--- src/rtl/alu_seq_if.sv ---
// Op/result bus between the decoder/register file and alu_seq.
// The master drives operands; the slave (ALU) returns result and flags.
interface alu_seq_if #(
   parameter int unsigned WIDTH = 8
) ();
   logic             in_valid;
   logic             in_ready;
   logic [3:0]       op;
   logic [WIDTH-1:0] a;
   logic [WIDTH-1:0] b;
   logic             out_valid;
   logic [WIDTH-1:0] out;
   logic [WIDTH-1:0] out_hi;
   logic             flag_zero;
   logic             flag_carry;
   logic             flag_neg;
   logic             flag_ovf;

   modport master (
      output in_valid, op, a, b,
      input  in_ready, out_valid, out, out_hi,
      input  flag_zero, flag_carry, flag_neg, flag_ovf
   );

   modport slave (
      input  in_valid, op, a, b,
      output in_ready, out_valid, out, out_hi,
      output flag_zero, flag_carry, flag_neg, flag_ovf
   );
endinterface

--- src/rtl/alu_seq.sv ---
// Handshaked registered ALU: single-cycle arith/logic/shift/swap ops and an
// iterative shift-add multiplier that back-pressures the op stream while busy.
module alu_seq #(
   parameter int unsigned WIDTH  = 8,
   parameter int unsigned MUL_EN = 1
) (
   input  logic     clk,
   input  logic     rst_n,
   alu_seq_if.slave bus
);
   localparam int unsigned CW = (WIDTH > 1) ? $clog2(WIDTH) : 1;
   localparam int unsigned HW = WIDTH / 2;
   localparam int unsigned MSB = WIDTH - 1;

   localparam logic [3:0] OP_PASS = 4'd0;
   localparam logic [3:0] OP_ADD  = 4'd1;
   localparam logic [3:0] OP_SUB  = 4'd2;
   localparam logic [3:0] OP_INC  = 4'd3;
   localparam logic [3:0] OP_DEC  = 4'd4;
   localparam logic [3:0] OP_AND  = 4'd5;
   localparam logic [3:0] OP_OR   = 4'd6;
   localparam logic [3:0] OP_XOR  = 4'd7;
   localparam logic [3:0] OP_SHL  = 4'd8;
   localparam logic [3:0] OP_SHR  = 4'd9;
   localparam logic [3:0] OP_MUL  = 4'd10;
   localparam logic [3:0] OP_SWAP = 4'd11;

   typedef enum logic [0:0] {S_IDLE, S_MUL_RUN} state_e;

   state_e               state, state_nxt;
   logic [CW-1:0]        cnt, cnt_nxt;
   logic [WIDTH-1:0]     mcand, mcand_nxt;
   logic [2*WIDTH-1:0]   prod, prod_nxt, prod_step;
   logic [WIDTH:0]       mul_sum;

   logic [WIDTH-1:0]     out_q, out_hi_q;
   logic                 zero_q, carry_q, neg_q, ovf_q, valid_q;

   logic [WIDTH-1:0]     arith_x, arith_y;
   logic                 arith_sub, arith_ovf;
   logic [WIDTH:0]       arith;
   logic [WIDTH:0]       shl_w, shr_w;
   logic [WIDTH-1:0]     alu_lo;
   logic                 alu_carry, alu_ovf;
   logic                 is_mul;

   logic                 upd;
   logic [WIDTH-1:0]     res_lo, res_hi;
   logic                 res_carry, res_ovf;

   assign is_mul = (bus.op == OP_MUL) && (MUL_EN != 0);

   // Single-cycle datapath; shift carry falls out of the extra guard bit
   always_comb begin : alu_c
      arith_x   = bus.a;
      arith_y   = bus.b;
      arith_sub = 1'b0;
      case (bus.op)
         OP_SUB:  arith_sub = 1'b1;
         OP_INC:  begin arith_x = bus.b; arith_y = WIDTH'(1); end
         OP_DEC:  begin arith_x = bus.b; arith_y = WIDTH'(1); arith_sub = 1'b1; end
         default: ;
      endcase
      arith = arith_sub ? ({1'b0, arith_x} - {1'b0, arith_y})
                        : ({1'b0, arith_x} + {1'b0, arith_y});
      arith_ovf = arith_sub ? ((arith_x[MSB] != arith_y[MSB]) && (arith[MSB] != arith_x[MSB]))
                            : ((arith_x[MSB] == arith_y[MSB]) && (arith[MSB] != arith_x[MSB]));
      shl_w = {1'b0, bus.a} << bus.b;
      shr_w = {bus.a, 1'b0} >> bus.b;

      alu_lo    = '0;
      alu_carry = 1'b0;
      alu_ovf   = 1'b0;
      case (bus.op)
         OP_PASS: alu_lo = bus.b;
         OP_ADD, OP_SUB, OP_INC, OP_DEC: begin
            alu_lo    = arith[WIDTH-1:0];
            alu_carry = arith[WIDTH];
            alu_ovf   = arith_ovf;
         end
         OP_AND:  alu_lo = bus.a & bus.b;
         OP_OR:   alu_lo = bus.a | bus.b;
         OP_XOR:  alu_lo = bus.a ^ bus.b;
         OP_SHL:  begin alu_lo = shl_w[WIDTH-1:0]; alu_carry = shl_w[WIDTH]; end
         OP_SHR:  begin alu_lo = shr_w[WIDTH:1];   alu_carry = shr_w[0];     end
         OP_SWAP: alu_lo = {bus.a[HW-1:0], bus.a[WIDTH-1:HW]};
         default: ;
      endcase
   end

   // Next state: accept in IDLE, one multiplier bit per MUL_RUN cycle
   always_comb begin : fsm_c
      state_nxt = state;
      cnt_nxt   = cnt;
      mcand_nxt = mcand;
      prod_nxt  = prod;
      upd       = 1'b0;
      res_lo    = '0;
      res_hi    = '0;
      res_carry = 1'b0;
      res_ovf   = 1'b0;
      mul_sum   = {1'b0, prod[2*WIDTH-1:WIDTH]} + (prod[0] ? {1'b0, mcand} : '0);
      prod_step = {mul_sum, prod[WIDTH-1:1]};
      case (state)
         S_IDLE: begin
            if (bus.in_valid) begin
               if (is_mul) begin
                  state_nxt = S_MUL_RUN;
                  cnt_nxt   = '0;
                  mcand_nxt = bus.a;
                  prod_nxt  = {WIDTH'(0), bus.b};
               end else begin
                  upd       = 1'b1;
                  res_lo    = alu_lo;
                  res_carry = alu_carry;
                  res_ovf   = alu_ovf;
               end
            end
         end
         S_MUL_RUN: begin
            prod_nxt = prod_step;
            if (cnt == CW'(WIDTH - 1)) begin
               state_nxt = S_IDLE;
               cnt_nxt   = '0;
               upd       = 1'b1;
               res_lo    = prod_step[WIDTH-1:0];
               res_hi    = prod_step[2*WIDTH-1:WIDTH];
               res_carry = |prod_step[2*WIDTH-1:WIDTH];
            end else begin
               cnt_nxt = cnt + CW'(1);
            end
         end
         default: state_nxt = S_IDLE;
      endcase
   end

   always_ff @(posedge clk) begin : regs
      if (!rst_n) begin
         state    <= S_IDLE;
         cnt      <= '0;
         mcand    <= '0;
         prod     <= '0;
         out_q    <= '0;
         out_hi_q <= '0;
         zero_q   <= 1'b0;
         carry_q  <= 1'b0;
         neg_q    <= 1'b0;
         ovf_q    <= 1'b0;
         valid_q  <= 1'b0;
      end else begin
         state   <= state_nxt;
         cnt     <= cnt_nxt;
         mcand   <= mcand_nxt;
         prod    <= prod_nxt;
         valid_q <= upd;
         if (upd) begin
            out_q    <= res_lo;
            out_hi_q <= res_hi;
            zero_q   <= (res_lo == '0);
            carry_q  <= res_carry;
            neg_q    <= res_lo[MSB];
            ovf_q    <= res_ovf;
         end
      end
   end

   assign bus.in_ready   = rst_n && (state == S_IDLE);
   assign bus.out_valid  = valid_q;
   assign bus.out        = out_q;
   assign bus.out_hi     = out_hi_q;
   assign bus.flag_zero  = zero_q;
   assign bus.flag_carry = carry_q;
   assign bus.flag_neg   = neg_q;
   assign bus.flag_ovf   = ovf_q;
endmodule
--- src/flat_wrapper.sv ---
// flat-port wrapper written by rule: the top's interface ports become plain ports
module alu_seq_flat 
#(
   parameter int unsigned WIDTH  = 8,
   parameter int unsigned MUL_EN = 1
)
  (clk, rst_n, bus_in_valid, bus_op, bus_a, bus_b, bus_in_ready, bus_out_valid, bus_out, bus_out_hi, bus_flag_zero, bus_flag_carry, bus_flag_neg, bus_flag_ovf);
  alu_seq_if #(.WIDTH(WIDTH)) bus_i ();
  input  logic clk;
  input  logic rst_n;
  input wire logic [$bits(bus_i.in_valid)-1:0] bus_in_valid;
  input wire logic [$bits(bus_i.op)-1:0] bus_op;
  input wire logic [$bits(bus_i.a)-1:0] bus_a;
  input wire logic [$bits(bus_i.b)-1:0] bus_b;
  output wire logic [$bits(bus_i.in_ready)-1:0] bus_in_ready;
  output wire logic [$bits(bus_i.out_valid)-1:0] bus_out_valid;
  output wire logic [$bits(bus_i.out)-1:0] bus_out;
  output wire logic [$bits(bus_i.out_hi)-1:0] bus_out_hi;
  output wire logic [$bits(bus_i.flag_zero)-1:0] bus_flag_zero;
  output wire logic [$bits(bus_i.flag_carry)-1:0] bus_flag_carry;
  output wire logic [$bits(bus_i.flag_neg)-1:0] bus_flag_neg;
  output wire logic [$bits(bus_i.flag_ovf)-1:0] bus_flag_ovf;
  assign bus_i.in_valid = bus_in_valid;
  assign bus_i.op = bus_op;
  assign bus_i.a = bus_a;
  assign bus_i.b = bus_b;
  assign bus_in_ready = bus_i.in_ready;
  assign bus_out_valid = bus_i.out_valid;
  assign bus_out = bus_i.out;
  assign bus_out_hi = bus_i.out_hi;
  assign bus_flag_zero = bus_i.flag_zero;
  assign bus_flag_carry = bus_i.flag_carry;
  assign bus_flag_neg = bus_i.flag_neg;
  assign bus_flag_ovf = bus_i.flag_ovf;
  alu_seq #(.WIDTH(WIDTH), .MUL_EN(MUL_EN)) u_core (.clk(clk), .rst_n(rst_n), .bus(bus_i));
endmodule
--- config.mk ---
export PLATFORM = sky130hd
export DESIGN_NAME = alu_seq_flat
export DESIGN_NICKNAME = d
export VERILOG_FILES = /design/src/rtl/alu_seq_if.sv /design/src/rtl/alu_seq.sv /design/src/flat_wrapper.sv
export SDC_FILE = /design/constraint.sdc
export NUM_CORES = 1
export LEC_CHECK = 0
export CAP_MARGIN = 25
export CORE_UTILIZATION = 40
export CTS_CLUSTER_DIAMETER = 50
export CTS_CLUSTER_SIZE = 25
export DETAILED_ROUTE_END_ITERATION = 12
export PLACE_DENSITY_LB_ADDON = 0.3
export SLEW_MARGIN = 20
export SYNTH_ARGS = -nofsm -noshare
export SYNTH_HDL_FRONTEND = slang
export SYNTH_SLANG_ARGS = --single-unit
--- constraint.sdc ---
create_clock -name clk -period 11.2 [get_ports clk]
set_input_delay 2.24 -clock clk [delete_from_list [all_inputs] [get_ports clk]]
set_output_delay 2.24 -clock clk [all_outputs]
set_load 0.01 [all_outputs]
Yosys cells after proc, flatten, opt, wreduce, memory -nomap -nowiden
Index checks and enable logic that the tools add are counted.
W data, S select, Z words.
- register bits after elaboration: 49
- bits of input ports: 23
- add/sub/neg operators: 4
- eq/ne operators: 17
- shifts and indexed selects: 2
- muxes and demuxes: 37
- bitwise operators: 4
- reductions and logical operators: 11
- operator list (cell ; count):
    $mux W8 ; 8
    $pmux W8 S8 ; 1
    $mux W16 ; 2
    $pmux W16 S2 ; 1
    $eq A4 B3 Y1 const B ; 4
    $eq A4 B4 Y1 const B ; 4
    $pmux W8 S2 ; 1
    $mux W1 ; 15
    $add A8 B8 Y9 ; 1
    $add A8 B9 Y9 ; 1
    $mux W3 ; 3
    $mux W9 ; 1
    $shl A8 B8 Y9 ; 1
    $shr A9 B8 Y9 ; 1
    $sub A8 B8 Y9 ; 1
    $and A8 B8 Y8 ; 1
    $eq A4 B2 Y1 const B ; 2
    $logic_not A8 Y1 ; 1
    $or A8 B8 Y8 ; 1
    $reduce_or A8 Y1 ; 1
    $xor A8 B8 Y8 ; 1
    $pmux W1 S2 ; 3
    $pmux W3 S2 ; 1
    $eq A4 B1 Y1 const B ; 1
    14 further kinds ; 18

Logic depth before layout (Yosys ltp)
Gate-level depths: netlist (run 1).
- word-level depth: 12
- gate-level depth with buffers: 18
- depth with buffers taken out: 16

Worst setup path after synthesis (run 1)
OpenSTA, ideal clock, no wires.
- path type: input -> register
- from: in bus_op[0]
- to: reg u_core.carry_q (netlist: u_core.bus.flag_carry)
- data arrival time: 5.305 ns
- slack: 5.808 ns
- stages on the path: 16
- path buffers: 4
- cell sequence: buf_2 > buf_2 > buf_2 > nand2_1 > a21oi_2 > clkbuf_1 > o21ai_0 > fa_1 > a21o_1 > a21oi_1 > o21ai_0 > a21o_1 > a21oi_1 > xnor2_1 > a22oi_1 > o31ai_1
- longest elaborated chain between the ends: 9
- elaborated cells between the ends (all ways): 23
- classes of those cells: 2 x add/sub; 7 x eq/ne; 11 x mux; 3 x reduce/logical
- RTL lines (item ; line ; source):
    start, declared ; flat_wrapper.sv:12 ; input wire logic [$bits(bus_i.op)-1:0] bus_op;
    $eq A4 B2 Y1 or $eq A4 B3 Y1 (tied branches) ; alu_seq.sv:58, alu_seq.sv:74 ;
    $reduce_or A2 Y1 (no line) ; - ;
    $mux W8 ; alu_seq.sv:58 ; case (bus.op)
    $add A8 B8 Y9 or $sub A8 B8 Y9 (tied branches) ; alu_seq.sv:65, alu_seq.sv:64 ;
    $mux W9 ; alu_seq.sv:64 ; arith = arith_sub ? ({1'b0, arith_x} - {1'b0, arith_y})
    $pmux W1 S3 ; alu_seq.sv:74 ; case (bus.op)
    $mux W1 ; alu_seq.sv:107 ; if (is_mul) begin
    $mux W1 ; alu_seq.sv:106 ; if (bus.in_valid) begin
    $pmux W1 S2 ; alu_seq.sv:104 ; case (state)
    end signal, assigned ; alu_seq.sv:160 ; carry_q <= res_carry;
    end, declared ; alu_seq.sv:37 ; logic zero_q, carry_q, neg_q, ovf_q, valid_q;
Parallel ways exist; a longest one is shown, timed or not.
A chain may end at the register's enable or synchronous reset.

Worst setup path in the final report (run 1)
- from: in bus_op[2]
- to: reg u_core.zero_q (netlist: u_core.bus.flag_zero)
- longest elaborated chain between the ends: 10
- elaborated cells between the ends (all ways): 29
- classes of those cells: 2 x add/sub; 11 x eq/ne; 11 x mux; 5 x reduce/logical
- RTL lines (item ; line ; source):
    $eq A4 B2 Y1 or $eq A4 B3 Y1 (tied branches) ; alu_seq.sv:58, alu_seq.sv:74 ;
    $reduce_or A2 Y1 (no line) ; - ;
    $mux W8 ; alu_seq.sv:58 ;
    $add A8 B8 Y9 or $sub A8 B8 Y9 (tied branches) ; alu_seq.sv:65, alu_seq.sv:64 ;
    $mux W9 ; alu_seq.sv:64 ;
    $pmux W8 S8 ; alu_seq.sv:74 ;
    $mux W8 ; alu_seq.sv:107 ;
    $mux W8 ; alu_seq.sv:106 ;
    $pmux W8 S2 ; alu_seq.sv:104 ;
    $logic_not A8 Y1 ; alu_seq.sv:159 ; zero_q <= (res_lo == '0);
    end signal, assigned ; alu_seq.sv:159 ;
    end, declared ; alu_seq.sv:37 ;
Parallel ways exist; a longest one is shown, timed or not.

==> impl_metrics.ini, run 1 <==
[sta]
whs_ps = 461.1
final-setup-viol-count = 0
drv_slew = 0
finClkSkew_ps = 4.741
rsz0062_at_grt = no
fin_ws_ps = 4935
maxSlewHeadroom_pct = 46.94
hold_violations = 0
fin_crit_sh_pct = 55.94
fmax_mhz = 159.6
fin_tns_setup_ps = 0
worst_pin_slew_ps = 795.4
layout_min_cycle_time_ps = 6265

[min_path]
hold_path_class = reg2reg
whs_endpoint = u_core.mcand[2]$_SDFFE_PN0P_
holdPathStages = 2
min_from = u_core.mcand[2]$_SDFFE_PN0P_

[critical_path]
crit_chain = clkdlybuf4s50_1 > nor2b_1 > nand2_1 > a21oi_2 > nor2_1 > a21oi_1 > ha_1 > inv_1 > fa_1 > xor2_1 > a32oi_1 > a21oi_1 > a221oi_1 > nor4b_1 > and4_1 > a32o_1
cp-start-kind = input pin
path_class = in2reg
path_max_fanout = 19
cp_num_buf_inv = 2
r2r-start = u_core.cnt[0]$_SDFFE_PN0P_
critPathTopFamily = compound AO/OA/AOI/OAI gates
critPathArrivalTime_ps = 6510
required_ps = 11450
r2r_end = u_core.bus.flag_zero$_SDFFE_PN0P_
cpMostUsedCell = a21oi_1
cp_slowest_cell = clkdlybuf4s50_1
rrSetupSlack_ps = 8410
rr_worst_depth = 10
slowest_delay_ps = 740
critPathCaptureType = flop

[layout]
area_growth_pct = 12.42
layoutNonFillerInstCount = 729
register_area_um2 = 960.9
multi_input_area_um2 = 3098
final_area_um2 = 4891
fillerInstances = 1046
antennaDiodeCount = 0
drive_above_1_share_pct = 5.059
nNetsFinal = 651

[drt]
vias_per_cell = 6.167
first_iter_violations = 524
num_vias = 4496
wl_per_cell_um = 19.04
drcViolationCount = 0
first_pass_iters = 5
wirelength_um = 13880
antenna_left = 0

[floorplan]
core-area_um2 = 10420
die_y_um = 106.3
start_util_pct = 41.77
dieArea_um2 = 11300
fp.dieW_um = 106.3
fp-row-count = 37
ios = 45

[logic_synthesis]
synth_cell_types = 68
synth_area_per_cell_um2 = 7.527
synth_top_area_share_pct = 22.09
async_reset_ff_share_pct = 0
ys.flop_type = dfxtp_1
mappedNetlistArea_um2 = 4350
synth_edf_count = 0
yosysSeqAreaShare_pct = 22.09
postSynthCellCount = 578
synthTopCellsByArea = dfxtp_1 (22%), ha_1 (9.8%), nand2_1 (6.6%)
syn_nets = 637
yosysTopAreaCell = dfxtp_1
ys_warn_count = 0
ys_seq_elements = 48

[place]
gp_congestion = 0.9762
dpl-instance-area_um2 = 4801
place_ws_ps = 4774
dp_cells = 721
place.port_buffers = 44
post-dp-hpwl_um = 10530

[global_routing]
grt_max_degree = 47
grt_pass1_wl_um = 22260
grt_pass1_vias = 4222
gr-total-overflow = 0
gr-usage-all-layers_pct = 25.01
antenna_found_initial = 0

[clocking]
clock_latency_ps = 300
htree_levels = 2
cts_resized = 0
post_cts_buffers = 0
cts.clk_slew.worst_paths_ps = 80
numCtsBuffers = 5
cts.sinks = 48
cts-root-buf = clkbuf_8
cts_tree = done
postCtsHoldBufs = 0
clockBufferDepth = 2

[status]
status = completed

[power]
power.density_nw_per_um2 = 85.60
vdd_drop_max_uv = 47.44
power_leakage_nw = 1.875

[flow_run]
cap_violations = 0
-- report_power, final --
group | internal (mW) | switching [mW] | total [mW]
combinational | 0.0552 | 0.0806 | 0.136
clock | 0.0505 | 0.0557 | 0.106
sequential | 0.174 | 0.00236 | 0.177
-- sequential cells by signal, indices dropped and copies added (netlist names) --
register and count:
u_core.bus.out_hi 8, u_core.prod 16, u_core.bus.out 7, u_core.bus.flag_zero 1, u_core.state 1, u_core.bus.flag_carry 1, u_core.bus.flag_ovf 1, u_core.bus.out_valid 1
u_core.cnt 3, u_core.bus.flag_neg 1, u_core.mcand 8
-- Yosys cell counts, types with 9 or more instances --
master	number
nand2_1	76
nor2_1	56
dfxtp_1	48
a21oi_1	39
o21ai_0	38
ha_1	34
a22oi_1	22
clkbuf_1	22
inv_1	19
buf_2	17
and2_1	15
nand3_1	14
nor3_1	11
mux2i_1	10
a31oi_1	9
a32oi_1	9
xnor2_1	9
-- metrics by stage --
step,power [mW],util (%)
2_1_floorplan,0.2709,-
3_3_place_gp,0.3138,46.09
3_5_place_dp,0.3138,46.09
4_1_cts,0.4186,46.96
5_1_grt,0.4401,46.96
6_report,0.4187,46.96
-- area by class of cell --
cell class	count	area share (%)
timing repair buffer	50	9.926
inverter	23	1.765
multi-input combinational	464	63.34
clock buffer	8	1.842
tap	136	3.479
sequential	48	19.65
-- cell families (layout without fill, tap and decap cells) --
kind of cell	count (synthesis)	count (layout)	synth area share [%]
mux	20	20	6.442
fa+ha+maj	36	36	10.70
xor+xnor	15	15	3.020
compound gates	177	177	27.12
buf+inv	66	81	6.701
flops	48	48	22.09
simple gates	216	216	23.93
-- worst reg2reg max path, stage by stage (launching register included) --
cell and delay [ps]:
dfxtp_1 340, ha_1 200, ha_1 250, and2_1 380
nand2_1 220, o311ai_0 210, a221oi_1 280, a32oi_1 170
nor4b_1 340, and4_1 230, a32o_1 110
-- routing by layer --
layer	track usage, %	part of all wire [%]	vias up
met5	0	0	-
met4	10.71	4.0	0
met3	4.292	7.3	46
met2	38.68	44	208
met1	34.05	44	2105
li1	-	-	2137
-- cells in the final DEF (no fill, tap or decap), drive strengths merged, types with 10 or more instances in the layout --
| cell | Yosys | layout |
|---|---|---|
| and2 | 16 | 16 |
| clkdlybuf4s50 | 0 | 44 |
| inv | 20 | 20 |
| nand3 | 15 | 15 |
| nor2 | 56 | 56 |
| nand2 | 76 | 76 |
| o21ai | 39 | 39 |
| mux2i | 10 | 10 |
| dfxtp | 48 | 48 |
| nor3 | 12 | 12 |
| ha | 34 | 34 |
| a21oi | 40 | 40 |
| a22oi | 22 | 22 |
-- worst max-delay path by stage --
stage / from / slack, ps / endpoint / cells after the start
detailed placement: bus_op[2] / 4770 / u_core.bus.flag_zero$_SDFFE_PN0P_ / 16
global route: bus_op[2] / 4520 / u_core.bus.flag_zero$_SDFFE_PN0P_ / 16
CTS: rst_n / 4980 / bus_in_ready / 4
floorplan: bus_op[0] / 5810 / u_core.bus.flag_carry$_SDFFE_PN0P_ / 16
finish: bus_op[2] / 4930 / u_core.bus.flag_zero$_SDFFE_PN0P_ / 16
global placement: bus_op[2] / 4880 / u_core.bus.flag_zero$_SDFFE_PN0P_ / 15
Power figures use the tool's default switching activity.
==> run 2: changes to the inputs <==
Clock period 11.2 ns to 6.1 ns, I/O delays scaled along.
==> run 2 against run 1 <==
Via count is 0.51% higher. Wire length hardly changed. Register-to-register slack worse by 5200 ps. Clock skew is 4.4 ps higher. Final cell count is 0.69% higher. Clock-buffer cell count is 3 lower. Die area stayed put. Non-clock buffer count is 5 higher. Critical path type unchanged. Critical endpoint unchanged. Highest routed layer unchanged.
==> impl_metrics.ini, run 2 (same netlist as run 1, synthesis figures left out) <==
[status]
status = completed

[flow_run]
cap_violations = 0

[global_routing]
antenna_found_initial = 0
gr-usage-all-layers_pct = 25.29
grt_pass1_vias = 4325
grt_max_degree = 46
gr-total-overflow = 0
grt_pass1_wl_um = 22600

[clocking]
clock_latency_ps = 300
cts-root-buf = clkbuf_8
cts_tree = done
numCtsBuffers = 5
cts_resized = 0
htree_levels = 2
post_cts_buffers = 0
postCtsHoldBufs = 0
clockBufferDepth = 2
cts.sinks = 48
cts.clk_slew.worst_paths_ps = 100

[critical_path]
critPathLaunch = bus_op[2]
critPathArrivalTime_ps = 5110
slowest_delay_ps = 850
cp_slowest_cell = clkdlybuf4s50_1
rrSetupSlack_ps = 3170
required_ps = 6350
rr_worst_depth = 8
path_class = in2reg
critPathCaptureType = flop
cp-start-kind = input pin
r2r-start = u_core.state$_SDFF_PN0_
crit_chain = clkdlybuf4s50_1 > nor2b_1 > o21ai_1 > a211oi_1 > a21oi_1 > ha_1 > or2_2 > o22ai_1 > xnor2_1 > a221oi_1 > a32oi_1 > nor4b_1 > and4_1 > a32o_1
path_max_fanout = 18
r2r_end = u_core.bus.flag_zero$_SDFFE_PN0P_

[layout]
largest_register = u_core.prod
area_growth_pct = 13.78
final_common_cell = nand2_1
drive_above_1_share_pct = 6.187
layout_common_cells = nand2_1 (76), nor2_1 (56), dfxtp_1 (48)
largest_reg_flops = 16
nNetsFinal = 656
antennaDiodeCount = 0

[floorplan]
start_util_pct = 41.77
core-area_um2 = 10420
dieArea_um2 = 11300
die_y_um = 106.3
fp.dieW_um = 106.3
fp-row-count = 37
ios = 45

[drt]
drcViolationCount = 0
vias_per_cell = 6.157
wirelength_um = 13880
first_pass_iters = 7
num_vias = 4519
antenna_left = 0
wl_per_cell_um = 18.91
first_iter_violations = 549

[sta]
fin_tns_setup_ps = 0
finClkSkew_ps = 9.185
maxSlewHeadroom_pct = 38.53
layout_min_cycle_time_ps = 4853
rsz0062_at_grt = no
worst_pin_slew_ps = 920.7
final-setup-viol-count = 0
drv_slew = 0
hold_violations = 0
fin_crit_sh_pct = 79.55
fmax_mhz = 206.1

[min_path]
whs_endpoint = u_core.mcand[0]$_SDFFE_PN0P_
holdPathStages = 2
hold_path_class = reg2reg
min_from = u_core.mcand[0]$_SDFFE_PN0P_

[place]
place.port_buffers = 44
gp_congestion = 1.028
post-dp-hpwl_um = 10460

[power]
power.density_nw_per_um2 = 163.7
p_total_uw = 810.5
power_leakage_nw = 1.908
vdd_drop_max_uv = 132.6
==> run 2: through the flow <==
| stage | setup WS, ps | hold WS, ps | area (µm²) | util [%] | instances |
|---|---|---|---|---|---|
| floorplan | 1728 | 431.7 | 4350 | - | 578 |
| global placement | 1149 | 443.9 | 4838 | 46.45 | 726 |
| detailed placement | 955.0 | 445.0 | 4838 | 46.45 | 726 |
| CTS | 1278 | 457.5 | 4950 | 47.52 | 734 |
| global route | 887.3 | 479.4 | 4950 | 47.52 | 734 |
| finish | 1247 | 456.6 | 4950 | 47.52 | 734 |
==> run 2: worst max path at each step <==
stage / to / slack [ps]
2_1_floorplan: u_core.bus.flag_carry$_SDFFE_PN0P_ / 1730
4_1_cts: u_core.bus.flag_carry$_SDFFE_PN0P_ / 1280
6_report: u_core.bus.flag_zero$_SDFFE_PN0P_ / 1250
3_3_place_gp: u_core.bus.flag_carry$_SDFFE_PN0P_ / 1150
5_1_grt: u_core.bus.flag_carry$_SDFFE_PN0P_ / 890
3_5_place_dp: u_core.bus.flag_carry$_SDFFE_PN0P_ / 950
==> run 2: area by class of cell <==
class / instances / area, µm²
fill: 1030 / 5466
clock inverter: 3 / 42.54
sequential: 48 / 960.9
inverter: 23 / 86.33
multi-input combinational: 464 / 3098
tap: 136 / 170.2
timing repair buffer: 55 / 523.0
clock buffer: 5 / 68.82
==> run 2: layer usage <==
layer / global-route usage [%] / vias up / part of all wire (%)
met5: 0 / - / 0
met4: 9.325 / 0 / 3.4
met3: 6.070 / 47 / 11
met2: 39.01 / 247 / 44
met1: 34.08 / 2080 / 42
li1: - / 2145 / -
==> run 2: worst max-delay path, delay by kind of cell <==
kind / cells / cell delay [ps]
buffers and inverters: 1 / 850
AOI/OAI and AO/OA: 7 / 1430
adders and majority gates: 1 / 260
and+or+nand+nor: 4 / 1240
xor gates and xnor gates: 1 / 120
==> run 2: report_power, final <==
group	leakage [nW]	internal (mW)	switching (mW)	total [mW]
Combinational	1.47	0.104	0.149	0.253
Clock	0.0541	0.121	0.111	0.232
Sequential	0.388	0.320	0.00535	0.326
